--- src/rtl/glyph_plotter.sv ---
// Draws one 4x4 glyph cell (letter, blank or underscore) as 16 consecutive VGA pixel writes.
// Every cell pixel is written, foreground or background, so the previous cell content is erased.
module glyph_plotter #(
  parameter logic [2:0] BG_COLOUR = 3'b000
) (
  input  logic       clk,
  input  logic       resetn,
  input  logic       start,
  input  logic       show,
  input  logic [7:0] ascii,
  input  logic [6:0] sx,
  input  logic [6:0] sy,
  input  logic [2:0] fg_colour,
  output logic [6:0] outx,
  output logic [6:0] outy,
  output logic [2:0] colour,
  output logic       plot,
  output logic       busy,
  output logic       done
);

  typedef enum logic [1:0] {IDLE, LOAD, DRAW, DONE} state_t;

  // Row r of the glyph is nibble r (top row in bits 3:0); bit dx within the nibble.
  function automatic logic [15:0] font_rom(input logic [4:0] idx);
    logic [15:0] bm;
    case (idx)
      5'd0:  bm = 16'h9F96; 5'd1:  bm = 16'h7977; 5'd2:  bm = 16'hE11E;
      5'd3:  bm = 16'h7997; 5'd4:  bm = 16'hF17F; 5'd5:  bm = 16'h117F;
      5'd6:  bm = 16'hE9DE; 5'd7:  bm = 16'h9F99; 5'd8:  bm = 16'h7227;
      5'd9:  bm = 16'h698C; 5'd10: bm = 16'h9539; 5'd11: bm = 16'hF111;
      5'd12: bm = 16'h9BF9; 5'd13: bm = 16'h9DB9; 5'd14: bm = 16'h6996;
      5'd15: bm = 16'h1797; 5'd16: bm = 16'hE996; 5'd17: bm = 16'h9797;
      5'd18: bm = 16'h7C3E; 5'd19: bm = 16'h222F; 5'd20: bm = 16'h6999;
      5'd21: bm = 16'h6699; 5'd22: bm = 16'h9FB9; 5'd23: bm = 16'h9669;
      5'd24: bm = 16'h2269; 5'd25: bm = 16'hF24F;
      default: bm = 16'h0000;
    endcase
    return bm;
  endfunction

  state_t      state_q, state_d;
  logic [3:0]  cnt_q, cnt_d;
  logic [6:0]  sx_q, sx_d, sy_q, sy_d;
  logic [2:0]  fg_q, fg_d;
  logic [15:0] bm_q, bm_d;
  logic [6:0]  outx_q, outx_d, outy_q, outy_d;
  logic [2:0]  colour_q, colour_d;
  logic        plot_q, plot_d, busy_q, busy_d, done_q, done_d;
  logic [7:0]  letter_off;
  logic [15:0] sel_bm;

  always_comb begin
    letter_off = ascii - 8'h41;
    if (!show)
      sel_bm = 16'hF000;
    else if (ascii >= 8'h41 && ascii <= 8'h5A)
      sel_bm = font_rom(letter_off[4:0]);
    else
      sel_bm = 16'h0000;
  end

  always_comb begin
    // NOTE: every _d gets a default first, so no path through the case can infer a latch.
    state_d  = state_q;
    cnt_d    = cnt_q;
    sx_d     = sx_q;
    sy_d     = sy_q;
    fg_d     = fg_q;
    bm_d     = bm_q;
    outx_d   = outx_q;
    outy_d   = outy_q;
    colour_d = colour_q;
    plot_d   = 1'b0;
    done_d   = 1'b0;
    case (state_q)
      IDLE: if (start) state_d = LOAD;
      LOAD: begin
        sx_d    = sx;
        sy_d    = sy;
        fg_d    = fg_colour;
        bm_d    = sel_bm;
        cnt_d   = 4'd0;
        state_d = DRAW;
      end
      DRAW: begin
        outx_d   = sx_q + {5'd0, cnt_q[1:0]};
        outy_d   = sy_q + {5'd0, cnt_q[3:2]};
        colour_d = bm_q[cnt_q] ? fg_q : BG_COLOUR;
        plot_d   = 1'b1;
        cnt_d    = cnt_q + 4'd1;
        if (cnt_q == 4'd15) state_d = DONE;
      end
      DONE: begin
        done_d  = 1'b1;
        state_d = IDLE;
      end
      default: state_d = IDLE;
    endcase
    busy_d = (state_d != IDLE);
  end

  // NOTE: sequential state uses non-blocking assignments so all flops update together at the edge.
  always_ff @(posedge clk or negedge resetn) begin
    if (!resetn) begin
      state_q  <= IDLE;
      cnt_q    <= 4'd0;
      sx_q     <= 7'd0;
      sy_q     <= 7'd0;
      fg_q     <= 3'd0;
      bm_q     <= 16'h0000;
      outx_q   <= 7'd0;
      outy_q   <= 7'd0;
      colour_q <= 3'd0;
      plot_q   <= 1'b0;
      busy_q   <= 1'b0;
      done_q   <= 1'b0;
    end else begin
      state_q  <= state_d;
      cnt_q    <= cnt_d;
      sx_q     <= sx_d;
      sy_q     <= sy_d;
      fg_q     <= fg_d;
      bm_q     <= bm_d;
      outx_q   <= outx_d;
      outy_q   <= outy_d;
      colour_q <= colour_d;
      plot_q   <= plot_d;
      busy_q   <= busy_d;
      done_q   <= done_d;
    end
  end

  assign outx   = outx_q;
  assign outy   = outy_q;
  assign colour = colour_q;
  assign plot   = plot_q;
  assign busy   = busy_q;
  assign done   = done_q;

endmodule

--- config.mk ---
export PLATFORM = sky130hd
export DESIGN_NAME = glyph_plotter
export DESIGN_NICKNAME = d
export VERILOG_FILES = /design/src/rtl/glyph_plotter.sv
export SDC_FILE = /design/constraint.sdc
export NUM_CORES = 1
export LEC_CHECK = 0
export ABC_AREA = 0
export ABC_CLOCK_PERIOD_IN_PS = 4100
export CAP_MARGIN = 10
export CELL_PAD_IN_SITES_DETAIL_PLACEMENT = 1
export CELL_PAD_IN_SITES_GLOBAL_PLACEMENT = 2
export CORE_MARGIN = 2
export CORE_UTILIZATION = 25
export DETAILED_ROUTE_END_ITERATION = 7
export PLACE_DENSITY = 0.64
export SLEW_MARGIN = 15
export SYNTH_ARGS = -nofsm -noshare
export SYNTH_HDL_FRONTEND = slang
export SYNTH_SLANG_ARGS = --single-unit
--- constraint.sdc ---
create_clock -name clk -period 4.1 [get_ports clk]
set_input_delay 0.41 -clock clk [delete_from_list [all_inputs] [get_ports clk]]
set_output_delay 0.41 -clock clk [all_outputs]
set_load 0.05 [all_outputs]
* Word level (Yosys, flattened, before mapping)
Memory sizes are Yosys's and may differ from the RTL's.
Index checks and enable logic that the tools add are counted.
** Storage, ports and cells
- Register bits :: 59
- Bits in latches :: 0
- Input bits :: 29
- ROM bits :: 512
- Memories :: 1
- Bits in writable memories :: 0
** Cells by class
- Multipliers :: 0
- Reductions and logical operators :: 4
- Equality and inequality tests :: 4
- Shifts and indexed selects :: 0
- Muxes and demuxes :: 11
- Divide/modulo/power cells :: 0
- Bitwise gates (word level) :: 0
- Add/sub/neg operators :: 4
- Magnitude comparators :: 3
** Memories
- (name not given) :: words 32, bits a word 16, read ports 1, clocked after Yosys merged registers in 0, write ports 0, line 27 : case (idx)
** Operators with widths (count)
- two-way mux 16 bit :: 2
- adder 7 x 2 -> 7 bit :: 2
- greater-or-equal comparator 8 x 7 -> 1 bit (second input constant) :: 1
- less-or-equal comparator 8 x 7 -> 1 bit (second input constant) :: 1
- case mux 2 bit (4 select lines) :: 1
- case mux 4 bit (2 select lines) :: 1
- < comparator 4 x 5 -> 1 bit (second input constant) :: 1
- subtractor 5 x 1 -> 5 bit (second input constant) :: 1
- adder 4 x 1 -> 4 bit (second input constant) :: 1
- binary-select mux 1 bit (select 4 bit) :: 1
- == test 2 bit (second input constant) :: 2
- == test 4 bit (second input constant) :: 1
- two-way mux 2 bit :: 2
- nonzero test 2 bit :: 2
- two-way mux 1 bit :: 3
- two-way mux 3 bit :: 1
- == test 2 x 1 -> 1 bit (second input constant) :: 1
- logical NOT 2 bit :: 1
- logical AND 1 bit :: 1

* Longest topological paths before layout
- Word-level depth :: 4
- Depth in mapped cells :: 10
- Depth with buffers taken out :: 7

* Worst setup path before layout
OpenSTA, ideal clock, no wires.
- Path kind :: input to register
- Start point :: input port ascii[0]
- End point :: register bm_q[10]
- Arrival :: 2.319 ns
- Slack :: 1.655 ns
- Library setup time :: 0.126 ns
- Stages on the path :: 8
- Cells stage by stage :: buf_2 inv_1 ha_1 or4b_4 a222oi_1 nor3_1 buf_6 a221o_1
** Between the ends
- Cells in the longest elaborated chain, start to end :: 4
- Elaborated cells between the ends (all ways) :: 7
- Those cells by class :: 1 x add/sub; 2 x order compare; 2 x mux; 1 x reduce/logical; 1 x memory
** RTL lines
- start: declaration :: line 10 : input logic [7:0] ascii,
- subtractor 5 x 1 -> 5 bit, or another cell as far along :: line 54 : letter_off = ascii - 8'h41;
- memory (32 x 16 bit) / logical AND 1 bit (equally long branches)
- two-way mux 16 bit (*) :: line 57 : else if (ascii >= 8'h41 && ascii <= 8'h5A)
- two-way mux 16 bit (*) :: line 55 : if (!show)
- end signal: assignment :: line 124 : bm_q <= bm_d;
- end: declaration :: line 46 : logic [15:0] bm_q, bm_d;
Mark *: on every way between the ends. The rest lies on a longest branch, timed or not.
A chain may end at the register's enable or synchronous reset.

* Worst setup path in the final report
- Start point :: input port ascii[0]
- End point :: register bm_q[12]
The elaborated chain is that of the path after synthesis.

==> results.md <==
- Run status: finished clean
- Slowest cell delay on critical path: 0.58 ns
- Worst Slack Setup Final: 1.31 ns
- Die height: 132 µm
- Worst EP required: 4.30 ns
- Cells along the critical path: clkdlybuf4s50_1 > inv_1 > ha_1 > buf_4 > nor2b_1 > a22oi_1 > o221a_2 > a21oi_1 > a31oi_1
- Power Density: 602 nW/µm²
- Top cells by area, synth: dfrtp_1, mux2_2, ha_1, a21oi_1, o21ai_0
- Synth Flop Type: dfrtp_1
- Max transition margin: 41.3%
- Synthesized flop and latch total: 59
- Syn Area/Cell: 9.00 µm²
- GP Congestion: 0.864
- Detailed Place HPWL: 10000 µm
- Largest net degree at the start of global routing: 35
- Period utilisation layout: 68.0%
- GRT Total Usage: 15.9%
- Worst path slowest cell: nor2b_1
- Postcts setup bufs: 0
- Kind of cell adding the most delay to the critical path: buffers and inverters
- Share of cells above drive strength 1: 14.1%
- Via count: 3685
- Row count: 46
- Setup CP Type: in2reg
- Leakage Power: 1.99 nW
- Worst hold path class: in2async
- CTS sink count: 59
- Sequential area share after synthesis: 36.1%
- Placed cells: 699
- Max cap viols: 0
- Post-Synth Simple-Gate Area: 15.1%
- Initial antenna violation count: 0
- First-pass GRT wire length: 22000 µm
- Synth cell count leaders: dfrtp_1, a21oi_1, nor2_1, o21ai_0, nand2_1
- Die width: 132 µm
- Antenna cells: 0
- Post-synthesis xor/xnor area fraction: 3.64%
- Post-synth EDFFs: 0
- DP Area: 4820 µm²
- Routed WL: 13500 µm
- Flop2flop setup slack: 1.80 ns
- Port Buf Inserts: 48
- Number of global-route vias before repair: 3810
- Clock Tree Buf Depth: 2
- Starting Density: 25.6%
- DRC viols: 0
- Asr flop ratio synth: 100%
- Fin. Hold Viols: 0
- Final nets: 541
- ANT nets after route: 0
- Crit start category: input port
- Fin Clk Skew: 0.00662 ns
- Most frequent cell after synthesis: dfrtp_1
- Cells after Synth: 454
- Root buf cell: clkbuf_16
- Synth top area share: 36.1%
- Number of H-tree levels: 3
- Post-Synth Adder-Cell Area: 5.88%
- Worst slack, placed: 1.04 ns
- IO Pins: 49
- Synth cell types: 60
- Finished Layout Cells: 714
- Worst-path clk slew: 0.05 ns
- GRT overflow: 0
- Max-slew violations: 0
- Die ar.: 17400 µm²
- CORE AREA: 15900 µm²
- VDD IR max: 225 µV
- Compound-Gate Fraction of Synth Area: 22.9%
- CP endpoint kind: register
- Core Util, Final: 32.0%
- Layout overhead on the synthesized area: 24.8%
- Total power: 3.07 mW
- Ys Warns: 0
- Clock Latency Late Sink: 0.32 ns
- Total CTS buffers: 9
- CTS tree: yes
- Initial DRC Count: 168
- Post-DR vias/cell: 5.16
- Largest family of logic cells by synthesized area: compound AO/OA/AOI/OAI gates
- Post-DR wirelength/cell: 18.9 µm
- Multiplexer share of the synthesized area: 10.1%
- Post-CTS Resized: 0
- CP arrival: 2.98 ns
- Minimum clock period: 2.79 ns
- # hold bufs at CTS: 0
- RSZ-0062 raised after global routing: no
- Cell area after synthesis: 4090 µm²
- Setup TNS: 0 ns
- Final instance area: 5100 µm²
- Total iterations of the first detailed-routing run: 4
- Count of final setup violators: 0
- CP max FO: 19
- Hold_ws: 0.101 ns
- Worst Path Buf+Inv: 3
- Fmax: 359 MHz
- Mapped Nets: 501
- Leading area contributor after synthesis: dfrtp_1
- Slew @ Worst Pin: 0.878 ns
-- worst reg2reg max path: cells and delay by family, from the launching register on --
| family | cells | cell delay, ns |
|---|---|---|
| AO/OA/AOI/OAI | 3 | 0.79 |
| buffers and inverters | 2 | 0.44 |
| flip-flops | 1 | 0.39 |
| AND/OR/NAND/NOR | 2 | 0.39 |
| adder cells (fa/ha/maj) | 1 | 0.14 |
-- metal layers --
layer | share of wire (%) | vias up | routed length (µm) | track usage (%)
met5 | 0 | - | 0 | 0
met4 | 1.5 | 0 | 207 | 5.01
met3 | 3.8 | 13 | 509 | 2.42
met2 | 49 | 79 | 6620 | 26.5
met1 | 46 | 1860 | 6150 | 21.2
li1 | - | 1733 | - | -
-- sequential cells by signal, indices dropped and copies added (netlist names), 3 cells and up --
signal	cells
bm_q	16
outx	7
outy	7
sx_q	7
sy_q	7
cnt_q	4
colour	3
fg_q	3
-- worst paths after layout --
path,startpoint,cells after the start,to
max,ascii[0],9,bm_q[12]$_DFFE_PN0N_
min,resetn,1,colour[0]$_DFFE_PN0P_
max reg2reg,state_q[1]$_DFF_PN0_,8,bm_q[13]$_DFFE_PN0N_
min reg2reg,bm_q[11]$_DFFE_PN0N_,1,bm_q[11]$_DFFE_PN0N_
max in group asynchronous,resetn,2,sx_q[1]$_DFFE_PN0N_
min in group clk,bm_q[11]$_DFFE_PN0N_,1,bm_q[11]$_DFFE_PN0N_
-- power breakdown --
part | total, mW | switching, mW | internal, mW
Combinational | 1.38 | 0.816 | 0.565
Clock | 0.692 | 0.241 | 0.452
Sequential | 0.997 | 0.178 | 0.819
-- kinds of logic after synthesis --
group	after synthesis
DFF	59
adders and majority gates	18
buffers and inverters	61
xor gates and xnor gates	17
AOI/OAI and AO/OA	143
and+or+nand+nor	125
muxes	31
-- cells in the final DEF (no fill, tap or decap), drive strengths merged, types with 5 or more instances in the layout --
cell,n
a21oi,37
a31oi,7
buf,20
clkbuf,13
clkdlybuf4s50,47
dfrtp,59
ha,16
inv,21
mux2,21
mux4,6
nand2,31
nand2b,11
nand3,17
nor2,34
nor2b,10
nor3,6
o211ai,5
o21ai,34
o22ai,8
o2bb2ai,7
xnor2,11
xor2,6
-- area by class of cell --
class,instances,area (µm²)
fill,1883,10800
multi-input combinational,334,2350
sequential,59,1480
timing repair buffer,67,631
clock buffer,13,270
tap,216,270
inverter,23,86.3
clock inverter,2,10.0
Power figures use the tool's default switching activity.
